<file path="src/rtl/jk_bank_arbiter_if.sv">
// rtl/jk_bank_arbiter_if.sv - request/status bundle for jk_bank_arbiter
// q_par is present only when JKB_PARITY_EN is defined.
interface jk_bank_arbiter_if #(
  parameter int WIDTH = 8
);
  logic             req0_valid;
  logic [1:0]       req0_op;
  logic [WIDTH-1:0] req0_mask;
  logic             req0_ready;
  logic             req1_valid;
  logic [1:0]       req1_op;
  logic [WIDTH-1:0] req1_mask;
  logic             req1_ready;
  logic [WIDTH-1:0] q;
  logic [WIDTH-1:0] qn;
  logic             busy;
  logic             grant;
  logic             done;
`ifdef JKB_PARITY_EN
  logic             q_par;
`endif

  modport master (
    output req0_valid, req0_op, req0_mask,
    output req1_valid, req1_op, req1_mask,
    input  req0_ready, req1_ready,
    input  q, qn, busy, grant, done
`ifdef JKB_PARITY_EN
    , input q_par
`endif
  );

  modport slave (
    input  req0_valid, req0_op, req0_mask,
    input  req1_valid, req1_op, req1_mask,
    output req0_ready, req1_ready,
    output q, qn, busy, grant, done
`ifdef JKB_PARITY_EN
    , output q_par
`endif
  );
endinterface

</file>
<file path="src/rtl/jk_bank_arbiter.sv">
// rtl/jk_bank_arbiter.sv - two-requester round-robin arbiter driving a bank of JK cells
// Optional registered parity output q_par enabled by JKB_PARITY_EN.
module jk_bank_arbiter #(
  parameter int WIDTH = 8
) (
  input  logic              clk,
  input  logic              rst,
  jk_bank_arbiter_if.slave  bus
);

  typedef enum logic [1:0] {
    S_IDLE  = 2'd0,
    S_APPLY = 2'd1,
    S_DONE  = 2'd2
  } state_e;

  state_e           state_q;
  logic             rr_q;
  logic             grant_q;
  logic             busy_q;
  logic             done_q;
  logic [1:0]       op_q;
  logic [WIDTH-1:0] mask_q;
  logic [WIDTH-1:0] q_q;
  logic [WIDTH-1:0] q_d;
  logic [WIDTH-1:0] j_d;
  logic [WIDTH-1:0] k_d;
  logic             sel_d;
  logic             ready0_d;
  logic             ready1_d;
  logic             accept_d;
`ifdef JKB_PARITY_EN
  logic             q_par_q;
`endif

  // A lone valid requester wins outright; the pointer only breaks ties.
  always_comb begin
    sel_d = rr_q;
    if (bus.req0_valid && !bus.req1_valid) begin
      sel_d = 1'b0;
    end else if (!bus.req0_valid && bus.req1_valid) begin
      sel_d = 1'b1;
    end
    ready0_d = (state_q == S_IDLE) && bus.req0_valid && !sel_d;
    ready1_d = (state_q == S_IDLE) && bus.req1_valid &&  sel_d;
    accept_d = ready0_d || ready1_d;
  end

  // JK next state per cell; unmasked cells see J=K=0 and hold.
  always_comb begin
    j_d = mask_q & {WIDTH{op_q[1]}};
    k_d = mask_q & {WIDTH{op_q[0]}};
    q_d = (j_d & ~q_q) | (~k_d & q_q);
  end

  always_ff @(posedge clk or negedge rst) begin
    if (!rst) begin
      state_q <= S_IDLE;
      rr_q    <= 1'b0;
      grant_q <= 1'b0;
      busy_q  <= 1'b0;
      done_q  <= 1'b0;
      op_q    <= 2'b00;
      mask_q  <= '0;
      q_q     <= '0;
`ifdef JKB_PARITY_EN
      q_par_q <= 1'b0;
`endif
    end else begin
      case (state_q)
        S_IDLE: begin
          if (accept_d) begin
            op_q    <= sel_d ? bus.req1_op   : bus.req0_op;
            mask_q  <= sel_d ? bus.req1_mask : bus.req0_mask;
            grant_q <= sel_d;
            rr_q    <= ~sel_d;
            busy_q  <= 1'b1;
            state_q <= S_APPLY;
          end
        end
        S_APPLY: begin
          q_q     <= q_d;
`ifdef JKB_PARITY_EN
          q_par_q <= ^q_d;
`endif
          done_q  <= 1'b1;
          state_q <= S_DONE;
        end
        S_DONE: begin
          done_q  <= 1'b0;
          busy_q  <= 1'b0;
          state_q <= S_IDLE;
        end
        default: begin
          done_q  <= 1'b0;
          busy_q  <= 1'b0;
          state_q <= S_IDLE;
        end
      endcase
    end
  end

  // Ready is masked by reset directly so it is low for the whole reset window.
  assign bus.req0_ready = ready0_d && rst;
  assign bus.req1_ready = ready1_d && rst;
  assign bus.q          = q_q;
  assign bus.qn         = ~q_q;
  assign bus.busy       = busy_q;
  assign bus.grant      = grant_q;
  assign bus.done       = done_q;
`ifdef JKB_PARITY_EN
  assign bus.q_par      = q_par_q;
`endif

endmodule

</file>
<file path="src/flat_wrapper.sv">
// flat-port wrapper written by rule: the top's interface ports become plain ports
module jk_bank_arbiter_flat 
#(
  parameter int WIDTH = 8
)
  (clk, rst, bus_req0_valid, bus_req0_op, bus_req0_mask, bus_req1_valid, bus_req1_op, bus_req1_mask, bus_req0_ready, bus_req1_ready, bus_q, bus_qn, bus_busy, bus_grant, bus_done);
  jk_bank_arbiter_if #(.WIDTH(WIDTH)) bus_i ();
  input  logic clk;
  input  logic rst;
  input wire logic [$bits(bus_i.req0_valid)-1:0] bus_req0_valid;
  input wire logic [$bits(bus_i.req0_op)-1:0] bus_req0_op;
  input wire logic [$bits(bus_i.req0_mask)-1:0] bus_req0_mask;
  input wire logic [$bits(bus_i.req1_valid)-1:0] bus_req1_valid;
  input wire logic [$bits(bus_i.req1_op)-1:0] bus_req1_op;
  input wire logic [$bits(bus_i.req1_mask)-1:0] bus_req1_mask;
  output wire logic [$bits(bus_i.req0_ready)-1:0] bus_req0_ready;
  output wire logic [$bits(bus_i.req1_ready)-1:0] bus_req1_ready;
  output wire logic [$bits(bus_i.q)-1:0] bus_q;
  output wire logic [$bits(bus_i.qn)-1:0] bus_qn;
  output wire logic [$bits(bus_i.busy)-1:0] bus_busy;
  output wire logic [$bits(bus_i.grant)-1:0] bus_grant;
  output wire logic [$bits(bus_i.done)-1:0] bus_done;
  assign bus_i.req0_valid = bus_req0_valid;
  assign bus_i.req0_op = bus_req0_op;
  assign bus_i.req0_mask = bus_req0_mask;
  assign bus_i.req1_valid = bus_req1_valid;
  assign bus_i.req1_op = bus_req1_op;
  assign bus_i.req1_mask = bus_req1_mask;
  assign bus_req0_ready = bus_i.req0_ready;
  assign bus_req1_ready = bus_i.req1_ready;
  assign bus_q = bus_i.q;
  assign bus_qn = bus_i.qn;
  assign bus_busy = bus_i.busy;
  assign bus_grant = bus_i.grant;
  assign bus_done = bus_i.done;
  jk_bank_arbiter #(.WIDTH(WIDTH)) u_core (.clk(clk), .rst(rst), .bus(bus_i));
endmodule
</file>
<file path="config.mk">
export PLATFORM = sky130hd
export DESIGN_NAME = jk_bank_arbiter_flat
export DESIGN_NICKNAME = d
export VERILOG_FILES = /design/src/rtl/jk_bank_arbiter_if.sv /design/src/rtl/jk_bank_arbiter.sv /design/src/flat_wrapper.sv
export SDC_FILE = /design/constraint.sdc
export NUM_CORES = 1
export LEC_CHECK = 0
export CAP_MARGIN = 10
export CORE_UTILIZATION = 43
export CTS_CLUSTER_DIAMETER = 80
export DETAILED_ROUTE_END_ITERATION = 12
export PLACE_DENSITY_LB_ADDON = 0.15
export SLEW_MARGIN = 20
export SYNTH_ARGS = -nofsm -noshare
export SYNTH_HDL_FRONTEND = slang
export SYNTH_SLANG_ARGS = --single-unit
</file>
<file path="constraint.sdc">
create_clock -name clk -period 1.47 [get_ports clk]
set_input_delay 0.294 -clock clk [delete_from_list [all_inputs] [get_ports clk]]
set_output_delay 0.294 -clock clk [all_outputs]
set_load 0.005 [all_outputs]
</file>
==> results.tsv, run 1 <==
metric	value	unit
status	finished, violations left	
violations	negative setup slack	
min_period	1540	ps
r2r_setup_slack	80	ps
synthesis.nets	140	
die_y	53.8	um
io_buffer_count	44	
yosysSeqAreaShare	52.0	%
path_max_fanout	2	
crit_path_end	bus_req0_ready	
fillers	210	
dr.pass1.iters	4	
clockBufferDepth	2	
layout-drive-gt1-share	28.4	%
crit_cells	4	
cp_num_buf_inv	1	
drt-total-wl	2.84	mm
drc	0	
peakVddDrop	0.00125	V
critical_path_class	flop to output pin	
grt_pass1_vias	1042	
dpl.hpwl	1.96	mm
die_w	53.8	um
ys_types	21	
holdWs	372	ps
clkLatencyLatePin	320	ps
crit_path_max_incr_delay	430	ps
crit_path_end_kind	output pin	
vias_per_cell	4.98	
syn_inst	116	
critPathLaunch	u_core.state_q[0]	
worst-r2r-cell-count	4	
antenna_found_initial	0	
ys_seq_elements	24	
die-area	0.00290	mm^2
cts_root_buf	clkbuf_4	
ios	45	
p_leak	0.906	nW
hold_viol_final	0	
hp-class	input port to asynchronous set/reset pin	
slew_violations	0	
r2r-start	u_core.state_q[1]	
synth.avg_cell_area	9.96	um^2
utilization	72.3	%
cp.arrival	1250	ps
fin_worst_skew	5.31	ps
multi_input_area	424	um^2
routedWlPerCell	13.3	um
area_delta_synth_final	56.6	%
regArea	601	um^2
path_clk_slew	130	ps
cts_made_buffers	3	
cts_tree	yes	
grt.total_usage	22.3	%
grt-ovfl-total	0	
relSlewSlack	77.0	%
setup_ws	-73.6	ps
grt_max_degree	25	
synthesis.area	0.00115	mm^2
grt_pass1_wl	4.62	mm
max_freq	648	MHz
cap_violations	0	
dpl_cell_area	0.00164	mm^2
path_delay_family	flip-flops	
start_util	46.2	%
ctsHoldBuffers	0	
setup_viol	2	
num_vias	1061	
setup_tns	-136	ps
power	3.38	mW
drt_iter0_markers	12	
h-tree-depth	1	
place_congestion	0.710	
cts_sinks	24	
antenna_left	0	
r2r_end	u_core.mask_q[7]	
crit_slowest_cell	dfrtp_1	
row_count	18	
yosysWarnings	0	
required	1180	ps
final_cell_area	0.00181	mm^2
rsz0062_at_grt	true	
crit_chain	nor2_4, nand3_2, nor2_2, buf_2	
fin_nets	208	
worstMarginPinSlew	344	ps
start_kind	flop	
coreArea	0.00250	mm^2
power_per_cell_area	1870	mW/mm^2
fin_crit_sh	105	%
antennaDiodeCount	0	
what timing repair did:
item / 4_1_cts / 5_1_grt
buffers inserted: 17 / 1
setup endpoints to repair: 21 / 12
endpoints found under the hold margin: 0 / 0
gates cloned: 0 / 0
resized for setup: 32 / 6
pin swaps: 5 / 2
cells by family (layout without fill, tap and decap cells):
family	after synthesis	after routing	synth area share, %
AO/OA/AOI/OAI	39	39	27.4
AND/OR/NAND/NOR	17	17	7.26
flip-flops	24	24	52.0
buffers and inverters	36	103	13.3
cells in the final DEF (no fill, tap or decap):
master           netlist  routed
or2_4                  1       1
nand2b_1               1       1
o21ai_0                6       5
clkdlybuf4s50_1        0      23
a31oi_1                8       8
nand2_1                3       3
o21ai_2                6       6
inv_1                 30      30
clkdlybuf4s15_1        0       2
dfrtp_1               24      24
dlygate4sd2_1          0      17
a21oi_1                8       8
and3b_2                0       1
nand3_2                0       2
o22ai_1                1       1
o221ai_2               8       8
clkbuf_4               0       3
o221ai_1               2       2
nor2_1                 7       4
nor2_4                 0       1
buf_4                  2      25
nor2b_1                1       1
and2_1                 0       1
nor2_2                 0       2
buf_2                  2       2
o21ai_1                0       1
clkbuf_8               0       1
registers in the layout, indices dropped and copies added (netlist names):
register          count
u_core.mask_q         8
u_core.state_q        2
u_core.bus.busy       1
u_core.op_q           2
u_core.bus.done       1
u_core.rr_q           1
u_core.bus.q          8
u_core.bus.grant      1
worst min path at each step:
stage,endpoint,slack (ps),depth (start not counted),startpoint
after global placement,u_core.bus.q[6],460,1,u_core.mask_q[6]
after detailed placement,u_core.bus.q[6],480,1,u_core.mask_q[6]
after global routing,u_core.bus.q[5],400,2,rst
after CTS,u_core.bus.q[5],390,2,rst
after floorplan,u_core.bus.busy,-2,0,rst
final,u_core.bus.q[5],370,2,rst
area by class of cell:
cell class | instances | area share (%)
multi-input combinational | 56 | 23.5
inverter | 30 | 6.23
timing repair buffer | 69 | 33.0
tap | 30 | 2.08
clock buffer | 4 | 2.01
sequential | 24 | 33.2
power breakdown:
| part | switching, mW | total (mW) | internal, mW |
|---|---|---|---|
| logic | 0.791 | 1.82 | 1.03 |
| clock network | 0.197 | 0.348 | 0.151 |
| registers | 0.225 | 1.21 | 0.986 |
per-stage QoR:
step | std cells | setup WS (ps)
global route | 213 | -127
global placement | 191 | -416
detailed placement | 191 | -425
finish | 213 | -73.6
CTS | 212 | -79.1
floorplan | 116 | 222
worst reg2reg max path, stage by stage, from the launching register on:
cell and delay (ps):
dfrtp_1 440, buf_4 170, or2_4 330, o21ai_0 220, o221ai_2 110
synth_stat cells:
cell type | n | share of area [%]
inv_1 | 30 | 9.8
a21oi_1 | 8 | 3.5
nor2b_1 | 1 | 0.54
a31oi_1 | 8 | 4.3
clkbuf_2 | 1 | 0.43
and2_0 | 1 | 0.54
nor2_1 | 7 | 2.3
o221ai_2 | 8 | 10
or2_4 | 1 | 0.76
and3b_1 | 1 | 0.76
buf_2 | 2 | 0.87
o221ai_1 | 2 | 1.5
buf_4 | 2 | 1.3
o21ai_0 | 6 | 2.6
buf_6 | 1 | 0.98
nand3_1 | 2 | 0.87
o21ai_2 | 6 | 4.6
nand2_1 | 3 | 0.98
dfrtp_1 | 24 | 52
o22ai_1 | 1 | 0.54
nand2b_1 | 1 | 0.54
per-layer routing:
layer | vias to the layer above | track usage (%) | part of all wire, %
met3 | 4 | 2.54 | 4.8
li1 | 523 | - | -
met5 | - | 0 | 0
met2 | 33 | 43.2 | 54
met1 | 501 | 25.4 | 41
met4 | 0 | 5.26 | 0.88
Power figures use the tool's default switching activity.
==> run 2, diff against run 1 <==
--- a/config.mk
+++ b/config.mk
@@ -6,6 +6,7 @@
 export NUM_CORES = 1
 export LEC_CHECK = 0
 export CAP_MARGIN = 10
+export CORE_MARGIN = 2
 export CORE_UTILIZATION = 43
 export CTS_CLUSTER_DIAMETER = 80
 export DETAILED_ROUTE_END_ITERATION = 12
==> results.tsv, run 2 (synthesis results as in run 1) <==
metric	value	unit	change
critical_path_class	flop to output pin		unchanged
p_sw_share	36.6	%	was 35.9%
dpl.hpwl	2.00	mm	was 1.96 mm
path_clk_slew	130	ps	about the same
cap_violations	0		unchanged
required	1180	ps	about the same
groute.layer.met2.usage	38.6	%	was 43.2%
status	finished, violations left		unchanged
worstMarginPinSlew	312	ps	was 344 ps
p_leak	0.932	nW	was 0.906 nW
place_congestion	0.782		was 0.710
antenna_found_initial	0		unchanged
layout_common_cells	inv_1 (30), buf_4 (27), dfrtp_1 (24)		was inv_1 (30), buf_4 (25), dfrtp_1 (24)
seq_power_share	35.3	%	was 35.9%
fin_crit_sh	102	%	was 105%
holdWs	397	ps	was 372 ps
crit_path_max_incr_delay	430	ps	about the same
area_delta_synth_final	58.3	%	was 56.6%
slew_violations	0		unchanged
violations	negative setup slack		unchanged
coreArea	0.00252	mm^2	was 0.00250 mm^2
dpl_worst_slack	-399	ps	was -425 ps
rsz0062_at_grt	true		unchanged
combPwrFrac	56.3	%	was 53.8%
die-area	0.00312	mm^2	was 0.00290 mm^2
drt-total-wl	3.15	mm	was 2.84 mm
dr.pass1.iters	4		unchanged
h-tree-depth	1		unchanged
critPathLaunch	u_core.state_q[1]		was u_core.state_q[0]
drc	0		unchanged
gr-max-usage-layer	met2		unchanged
peakVddDrop	0.00142	V	was 0.00125 V
r2r-start	u_core.state_q[0]		was u_core.state_q[1]
cts_root_buf	clkbuf_4		unchanged
use_met1	24.1	%	was 25.4%
setup_ws	-23.8	ps	was -73.6 ps
setup_viol	2		unchanged
fin_worst_skew	3.18	ps	was 5.31 ps
grt_max_degree	25		unchanged
internal_power	2.18	mW	was 2.16 mW
grt-ovfl-total	0		unchanged
ctsHoldBuffers	0		unchanged
p_clk_share	8.4	%	was 10.3%
die_y	55.8	um	was 53.8 um
antennaDiodeCount	0		unchanged
io_buffer_count	44		unchanged
start_kind	flop		unchanged
hp-class	input port to asynchronous set/reset pin		unchanged
r2r_end	u_core.mask_q[5]		was u_core.mask_q[7]
antenna_left	0		unchanged
fin_nets	211		was 208
cts_sinks	24		unchanged
start_util	45.8	%	was 46.2%
relSlewSlack	79.2	%	was 77.0%
grt_pass1_vias	1168		was 1042
cts_tree	yes		unchanged
path_max_fanout	2		unchanged
crit_path_end_kind	output pin		unchanged
grt_pass1_wl	5.17	mm	was 4.62 mm
r2r_setup_slack	70	ps	was 80 ps
routedWlPerCell	14.6	um	was 13.3 um
cts_made_buffers	3		unchanged
drt_iter0_markers	15		was 12
vias_per_cell	5.19		was 4.98
crit_chain	nor2_4, nand3_2, nor2_2, buf_2		unchanged
worst-r2r-cell-count	5		was 4
power	3.44	mW	was 3.38 mW
min_period	1490	ps	was 1540 ps
power_per_cell_area	1880	mW/mm^2	was 1870 mW/mm^2
crit_slowest_cell	dfrtp_1		unchanged
num_vias	1116		was 1061
hold_viol_final	0		unchanged
clkLatencyLatePin	310	ps	was 320 ps
max_freq	669	MHz	was 648 MHz
power.switching	1.26	mW	was 1.21 mW
cp.arrival	1200	ps	was 1250 ps
final_common_cell	inv_1		unchanged
met3_usage	3.49	%	was 2.54%
ios	45		unchanged
utilization	72.5	%	was 72.3%
layout-drive-gt1-share	30.3	%	was 28.4%
die_w	55.8	um	was 53.8 um
clockBufferDepth	2		unchanged
grt.total_usage	20.9	%	was 22.3%
row_count	18		unchanged
-- run 2: cell count changes in the layout (fill, tap and decap cells not counted) --
| cell | delta |
|---|---|
| or2_4 | +1 |
| clkdlybuf4s15_1 | -2 |
| o21ai_2 | +1 |
| and2_2 | +1 |
| clkbuf_8 | -1 |
| dlymetal6s2s_1 | +2 |
| and2_1 | -1 |
| buf_4 | +2 |
| o21ai_0 | -2 |
| o21ai_1 | +1 |
-- run 2: layer usage --
metal,vias to the layer above,wire length [um]
li1,531,-
met1,542,1250
met2,37,1700
met4,0,49
met3,6,148
met5,-,0
-- run 2: worst max-delay path: cells and delay by family (launching register included) --
kind / cells / cell delay (ps)
buffers and inverters: 1 / 120
and+or+nand+nor: 3 / 340
DFF: 1 / 430
-- run 2: worst max-delay path by stage --
stage	endpoint	slack, ps	depth (start not counted)
3_5_place_dp	bus_req1_ready	-400	5
3_3_place_gp	bus_req1_ready	-410	5
4_1_cts	bus_req1_ready	-70	4
2_1_floorplan	bus_req1_ready	220	4
5_1_grt	bus_req0_ready	-80	4
6_report	bus_req0_ready	-20	4
-- run 2: cell type report --
class	count	area (um^2)
fillers	204	694
well taps	30	37.5
clock buffers	3	22.5
inverters	30	113
multi-input cells	57	438
repair buffers	71	617
flip-flops and latches	24	601
-- run 2: metrics by stage --
stage	setup TNS, ps	cells	area [um^2]
global route	-170	215	1830
CTS	-119	210	1770
detailed placement	-847	191	1640
floorplan	0	116	1150
finish	-37.0	215	1830
global placement	-820	191	1640
-- run 2: what timing repair did --
action / CTS / global route
buffers inserted: 16 / 4
gates resized for setup: 29 / 12
pin swaps: 5 / 4
cloned: 0 / 1
setup endpoints to repair: 20 / 16
-- run 2: power groups by stage --
stage               combinational (mW)  clock [mW]  sequential [mW]
floorplan                        0.803           0             1.24
global placement                  1.55           0             1.24
detailed placement                1.60           0             1.26
CTS                               1.80       0.295             1.19
global route                      2.13       0.317             1.26
finish                            1.94       0.289             1.21
